`src/rtl/pc_pkg.sv`:
```
// pc_pkg: definitions shared by the branch-target adder files.
//   PC_WIDTH    default datapath width of PC, offset and target
//   word_t      word-address type at the default width
//   ALIGN_MASK  value that target bits [1:0] must hold for a word-aligned target
package pc_pkg;

  localparam int PC_WIDTH = 32;

  typedef logic [PC_WIDTH-1:0] word_t;

  localparam logic [1:0] ALIGN_MASK = 2'b00;

endpackage

```
`src/rtl/pc_adder.sv`:
```
// pc_adder: unsigned WIDTH-bit adder with carry-out.
//   i_a, i_b  operands (WIDTH)
//   o_sum     (i_a + i_b) mod 2^WIDTH
//   o_carry   bit WIDTH of the WIDTH+1-bit sum
module pc_adder
  import pc_pkg::*;
#(
  parameter int WIDTH = PC_WIDTH
) (
  input  logic [WIDTH-1:0] i_a,
  input  logic [WIDTH-1:0] i_b,
  output logic [WIDTH-1:0] o_sum,
  output logic             o_carry
);

  logic [WIDTH:0] w_sum;

  // Zero-extend both operands so the carry lands in the top bit.
  assign w_sum   = {1'b0, i_a} + {1'b0, i_b};
  assign o_sum   = w_sum[WIDTH-1:0];
  assign o_carry = w_sum[WIDTH];

endmodule

```
`src/rtl/pc_branch.sv`:
```
// pc_branch: branch-target adder, target = PCplus4 + offset.
// Produces a zero-latency combinational target and a registered copy with
// valid, carry and misalignment flags.
//   clk           system clock, all state updates on rising edge
//   reset         synchronous, active-high
//   in_valid      operands valid; qualifies capture into the output register
//   PCplus4       current PC + 4
//   shifted       sign-extended branch offset, already shifted left by 2
//   pcbranch      combinational target
//   pcbranch_q    registered target
//   out_valid     pcbranch_q was captured on the previous edge
//   carry_q       registered carry-out of the add
//   misaligned_q  registered flag: target bits [1:0] are non-zero
// Build option PCBRANCH_INTERNAL_SHIFT_EN: shifted carries an unshifted word
// offset and the block shifts it left by 2 itself (top two bits dropped).
module pc_branch
  import pc_pkg::*;
#(
  parameter int WIDTH = PC_WIDTH
) (
  input  logic             clk,
  input  logic             reset,
  input  logic             in_valid,
  input  logic [WIDTH-1:0] PCplus4,
  input  logic [WIDTH-1:0] shifted,
  output logic [WIDTH-1:0] pcbranch,
  output logic [WIDTH-1:0] pcbranch_q,
  output logic             out_valid,
  output logic             carry_q,
  output logic             misaligned_q
);

  logic [WIDTH-1:0] w_offset;
  logic [WIDTH-1:0] w_sum;
  logic             w_carry;
  logic [WIDTH-1:0] r_target;
  logic             r_valid;
  logic             r_carry;
  logic             r_misaligned;

`ifdef PCBRANCH_INTERNAL_SHIFT_EN
  // Word offset to byte offset; low bits are zero so alignment depends only on PCplus4.
  assign w_offset = {shifted[WIDTH-3:0], 2'b00};
`else
  assign w_offset = shifted;
`endif

  pc_adder #(.WIDTH(WIDTH)) u_adder (
    .i_a     (PCplus4),
    .i_b     (w_offset),
    .o_sum   (w_sum),
    .o_carry (w_carry)
  );

  assign pcbranch = w_sum;

  // Reset wins over in_valid; without in_valid the data/flags hold and only valid drops.
  always_ff @(posedge clk) begin
    if (reset) begin
      r_target     <= '0;
      r_valid      <= 1'b0;
      r_carry      <= 1'b0;
      r_misaligned <= 1'b0;
    end else begin
      r_valid <= in_valid;
      if (in_valid) begin
        r_target     <= w_sum;
        r_carry      <= w_carry;
        r_misaligned <= (w_sum[1:0] != ALIGN_MASK);
      end
    end
  end

  assign pcbranch_q   = r_target;
  assign out_valid    = r_valid;
  assign carry_q      = r_carry;
  assign misaligned_q = r_misaligned;

endmodule

```
`config.mk`:
```
export PLATFORM = sky130hd
export DESIGN_NAME = pc_branch
export DESIGN_NICKNAME = d
export VERILOG_FILES = /design/src/rtl/pc_pkg.sv /design/src/rtl/pc_adder.sv /design/src/rtl/pc_branch.sv
export SDC_FILE = /design/constraint.sdc
export NUM_CORES = 1
export LEC_CHECK = 0
export BUFFER_PORTS_ARGS = -buffer_cell sky130_fd_sc_hd__buf_2
export CAP_MARGIN = 25
export CORE_UTILIZATION = 44
export CTS_CLUSTER_DIAMETER = 30
export CTS_CLUSTER_SIZE = 12
export DETAILED_ROUTE_END_ITERATION = 8
export GPL_TIMING_DRIVEN = 0
export PLACE_DENSITY = 0.77
export SYNTH_ARGS = -nofsm -noshare
export SYNTH_HDL_FRONTEND = slang
export SYNTH_HIERARCHICAL = 1
export SYNTH_SLANG_ARGS = --single-unit
export TNS_END_PERCENT = 5
```
`constraint.sdc`:
```
create_clock -name clk -period 2.61 [get_ports clk]
set_clock_uncertainty 0.2 [all_clocks]
set_input_delay 0.261 -clock clk [delete_from_list [all_inputs] [get_ports clk]]
set_output_delay 0.261 -clock clk [all_outputs]
set_load 0.02 [all_outputs]
```
Word-level counts from Yosys, hierarchy flattened

Index checks and enable logic that the tools add are counted.

Flip-flop bits (word level): 35
Input bits: 67
Output and inout bits: 67
Logic and storage cells: 6

Add/subtract/negate cells: 1
Reductions and logical operators: 1

Operators with widths:

| operator                                  | number |
|---|---|
| 32-bit by 32-bit adder with 33-bit output | 1 |
| 2-bit nonzero test                        | 1 |

Logic depth before layout (Yosys ltp)

Depth after elaboration: 2
Depth in mapped cells: 10
Depth with buffers taken out: 10

By module

Netlist, hierarchy kept.

By module, submodules not included:

| module    | instances | cells an instance | area an instance (um2) | seq. area each (um2) |
|---|---|---|---|---|
| pc_adder  | 1         | 276               | 1905.6                 | 0.0 |
| pc_branch | 1         | 113               | 1265.0                 | 700.7 |

Worst setup path before layout

OpenSTA, ideal clock, no wires.

Kind: input -> register
Start point: in PCplus4[26]
End point: reg r_target[31] (netlist: pcbranch_q[31])
Setup time: 0.066 ns
Data arrival time: 2.661 ns
Data required time: 2.344 ns
Setup slack: -0.318 ns
Stages: 10
Buffers on the path: 1
Cell sequence: ha_1 clkbuf_1 and2_1 a311o_1 o41ai_2 mux2i_1 o211ai_1 nor3_1 mux2i_1 nor2_1

Longest elaborated chain between the ends: 1

RTL lines:

| item                                      | RTL line        | RTL |
|---|---|---|
| from (decl)                               | pc_branch.sv:24 | `input logic [WIDTH-1:0] PCplus4,` |
| 32-bit by 32-bit adder with 33-bit output | pc_adder.sv:19  | `assign w_sum = {1'b0, i_a} + {1'b0, i_b};` |
| net pcbranch[31]                          | pc_branch.sv:26 | `output logic [WIDTH-1:0] pcbranch,` |
| to (signal assigned)                      | pc_branch.sv:67 | `r_target <= w_sum;` |
| to (decl)                                 | pc_branch.sv:36 | `logic [WIDTH-1:0] r_target;` |

The timed path passes the listed nets, and every way through them passes these cells.
A chain may end at the register's enable or synchronous reset.

Final worst setup path

Start point: in shifted[0]
End point: out pcbranch[28]

Longest elaborated chain between the ends: 1

RTL lines:

| item                                      | RTL line        | RTL |
|---|---|---|
| from (decl)                               | pc_branch.sv:25 | `input logic [WIDTH-1:0] shifted,` |
| 32-bit by 32-bit adder with 33-bit output | pc_adder.sv:19  |  |
| to (decl)                                 | pc_branch.sv:26 |  |

Every way passes these cells.

==> results.cfg <==
[status]
status = finished, violations left
violations = setup timing

[clock_network]
cts_tree = yes
cts_hold_buf = 0
tritoncts.num_buffers = 5
root_buffer = clkbuf_8
cts_buffer_depth = 2
path_clk_slew_ns = 0.07
h-tree-depth = 2
clock-sinks = 35
clock_latency_ns = 0.28

[routing]
vias_per_cell = 5.580
drt-total-wl_um = 9723
wl_per_cell_um = 15.36
drtIter0Drc = 178
ant_nets = 0
drt_pass1_iterations = 4
vias = 3532
remaining_drc_errors = 0

[power_and_ir_drop]
internal_power_uw = 1451
finalPower_uw = 2446
p_sw_uw = 995.4
clkPwrFrac_pct = 21.2
peakVddDrop_v = 0.0003333
power_frac_seq_pct = 25.5
leakage_uw = 0.002158
powerDensity_nw_per_um2 = 536.8
pwr-share-comb_pct = 53.3
switching_share_pct = 40.69

[global_routing]
grt_pass1_vias = 3352
grt_overflow = 0
grt_usage_pct = 25.54
grt_pass1_wl_um = 15280
antenna_found_initial = 0
grt_max_degree = 12

[critical_path]
startpoint_type = input port
cp_common_cell = buf_6
path_class = in2out
crit_fanout = 2
ff2ff_setup_slack_ns = 1.76
cp_slowest_stage_delay_ns = 0.38
r2r_cells = 2
crit_cells = 10
end_kind = output port
startpoint = shifted[0]
path_cells = buf_6 -> ha_4 -> fa_2 -> a211oi_2 -> o211ai_1 -> a21oi_2 -> nor3_2 -> or2_1 -> o311a_4 -> buf_6
critPathTopFamily = compound AO/OA/AOI/OAI gates
worstPathRequired_ns = 2.15
cp_slowest_cell = fa_2
arrival_ns = 2.34
worst-path-buf-inv = 2
regToRegStartpoint = misaligned_q$_SDFFE_PP0P_

[timing]
setup_ws_ns = -0.1886
period_share_pct = 107.2
max_freq_mhz = 357.3
hold_viol = 0
period_needed_ns = 2.799
tns_ns = -1.413
slew_headroom_pct = 63.83
drv_slew = 0
finalSetupViolCount = 13
rsz0062_at_grt = true
worst_slew_pin_slew_ns = 0.5425

[synthesis]
synth_flop_cell = dfxtp_1
synth_warnings = 6
syn_area_um2 = 3171
syn_inst = 389
synth.mux.area_fraction_pct = 10.73
synth_top_family_by_area = compound AO/OA/AOI/OAI gates
avgSynthCellArea_um2 = 8.150
synth_xor_area_share_pct = 7.459
synth_compound_area_share_pct = 23.24
yosysSeqAreaShare_pct = 22.10
yosys.area_share.simple_pct = 18.03
synth_edf_count = 0
async_flop_share_pct = 0
ys_seq_elements = 35
synthAdderAreaFrac_pct = 13.26
synthesis.nets = 489
synth.distinct_cells = 54

[finish]
final_cells = 633
final_util_pct = 66.34
n_fill_cell = 584
n_antenna_cell = 0
area_growth_pct = 43.73
drive_above_1_share_pct = 40.78
num-nets-final = 636

[place]
dp.cells = 616
gp_congestion = 0.8449
io_buffers = 131
pre_cts_slack_ns = -0.5891
hpwl_um = 7208

[min_path]
hold_path_class = in2reg
whs_path_depth = 2
hp-start = reset

[die]
die_height_um = 86.89
dieWidth_um = 86.89
start_util_pct = 46.16
die_area_um2 = 7549
rows = 30
core-area_um2 = 6869
ios = 134

[run]
drv_cap = 0
[layout by cell type (no fill, tap or decap), drive strengths merged, types with 2 or more instances in the layout]
master and n:
buf 154, nor2 60, dfxtp 35, a21oi 35, mux2i 34, ha 32, nand2 17, a21o 16
xnor2 16, o21ai 15, nand3 12, xor2 11, a211oi 9, clkbuf 9, inv 8, and2 7
nand4 6, o211ai 6, a31oi 5, nor3 5, nor2b 3, o21a 3, and3 3, or2 3
o2111ai 3, nor4 3, o21bai 2, a21boi 2, and4 2, o31ai 2
[final timing paths]
check,to
hold reg to reg,misaligned_q$_SDFFE_PP0P_
setup reg to reg,misaligned_q$_SDFFE_PP0P_
hold / removal,misaligned_q$_SDFFE_PP0P_
setup / recovery,pcbranch[28]
[final cells by class]
| cell class | count | area (um2) | area share (%) |
|---|---|---|---|
| plain buffers | 11 | 107.6 | 2.361 |
| clock buffers | 6 | 82.58 | 1.812 |
| repair buffers | 146 | 808.3 | 17.74 |
| inverters | 8 | 30.03 | 0.6590 |
| multi-input cells | 329 | 2673 | 58.65 |
| clock inverters | 2 | 35.03 | 0.7688 |
| flip-flops and latches | 35 | 700.7 | 15.38 |
| well taps | 96 | 120.1 | 2.636 |
[worst register-to-register path: cells and delay by family, from the launching register on]
kind | cells | cell delay (ns)
AND/OR/NAND/NOR | 1 | 0.04
flip-flops | 1 | 0.34
AO/OA/AOI/OAI | 1 | 0.19
[kinds of logic (layout without fill, tap and decap cells)]
kind of cell / count (synthesis) / count (layout)
buffers and inverters: 25 / 173
AO/OA/AOI/OAI: 111 / 111
adder cells (fa/ha/maj): 33 / 33
AND/OR/NAND/NOR: 124 / 124
multiplexers: 34 / 34
flip-flops: 35 / 35
XOR/XNOR: 27 / 27
[registers in the layout, summed over array words and instances (netlist names)]
register / cells
carry_q: 1
out_valid: 1
misaligned_q: 1
pcbranch_q: 32
[cells in the mapped netlist (2+ instances only)]
master / number / area [um2]
ha_1: 32 / 400.4
nor2_1: 60 / 225.2
o21a_1: 3 / 22.52
buf_12: 3 / 60.06
nor2b_1: 3 / 18.77
nor3_1: 5 / 25.02
a21o_1: 16 / 120.1
buf_4: 3 / 22.52
o21ai_1: 6 / 30.03
o21ai_0: 9 / 45.04
nand3_1: 12 / 60.06
inv_1: 8 / 30.03
nor4_1: 3 / 18.77
o21bai_1: 2 / 15.01
buf_2: 2 / 10.01
nand2_1: 17 / 63.81
clkbuf_1: 8 / 30.03
o2111ai_1: 3 / 26.28
o211ai_1: 6 / 45.04
xor2_1: 11 / 96.34
o31ai_1: 2 / 15.01
a21oi_1: 35 / 175.2
dfxtp_1: 35 / 700.7
mux2i_1: 34 / 340.3
nand4_1: 6 / 37.54
and3_1: 3 / 18.77
and2_1: 7 / 43.79
a31oi_1: 5 / 31.28
or2_1: 3 / 18.77
xnor2_1: 16 / 140.1
a211oi_1: 8 / 60.06
[power by group through the flow]
stage                     Sequential (uW)  Combinational [uW]  Clock, uW
after floorplan                       711                 711          0
after global placement                632                1100          0
after detailed placement              635                1120          0
after CTS                             624                1270        535
after global routing                  631                1400        562
final                                 623                1300        518
[per-stage QoR]
stage                     hold WS [ns]  instance area (um2)
final                          0.07027                 4557
after global routing           0.07098                 4557
after CTS                      0.06557                 4516
after detailed placement        0.2753                 3969
after global placement          0.2663                 3969
after floorplan                 0.2960                 3193
[metal layers]
| layer | vias to the layer above | global-route usage [%] | wire [um] |
|---|---|---|---|
| li1 | 1721 | - | - |
| met1 | 1629 | 30.98 | 4325 |
| met2 | 166 | 46.24 | 4725 |
| met3 | 16 | 3.886 | 525 |
| met4 | 0 | 7.727 | 146 |
| met5 | - | 0 | 0 |
[timing repair]
action,CTS,global route
endpoints found under the setup margin,21,17
pin swaps,30,7
resized for setup,71,8
setup buffers,15,0
(Power assumes the default switching activity.)
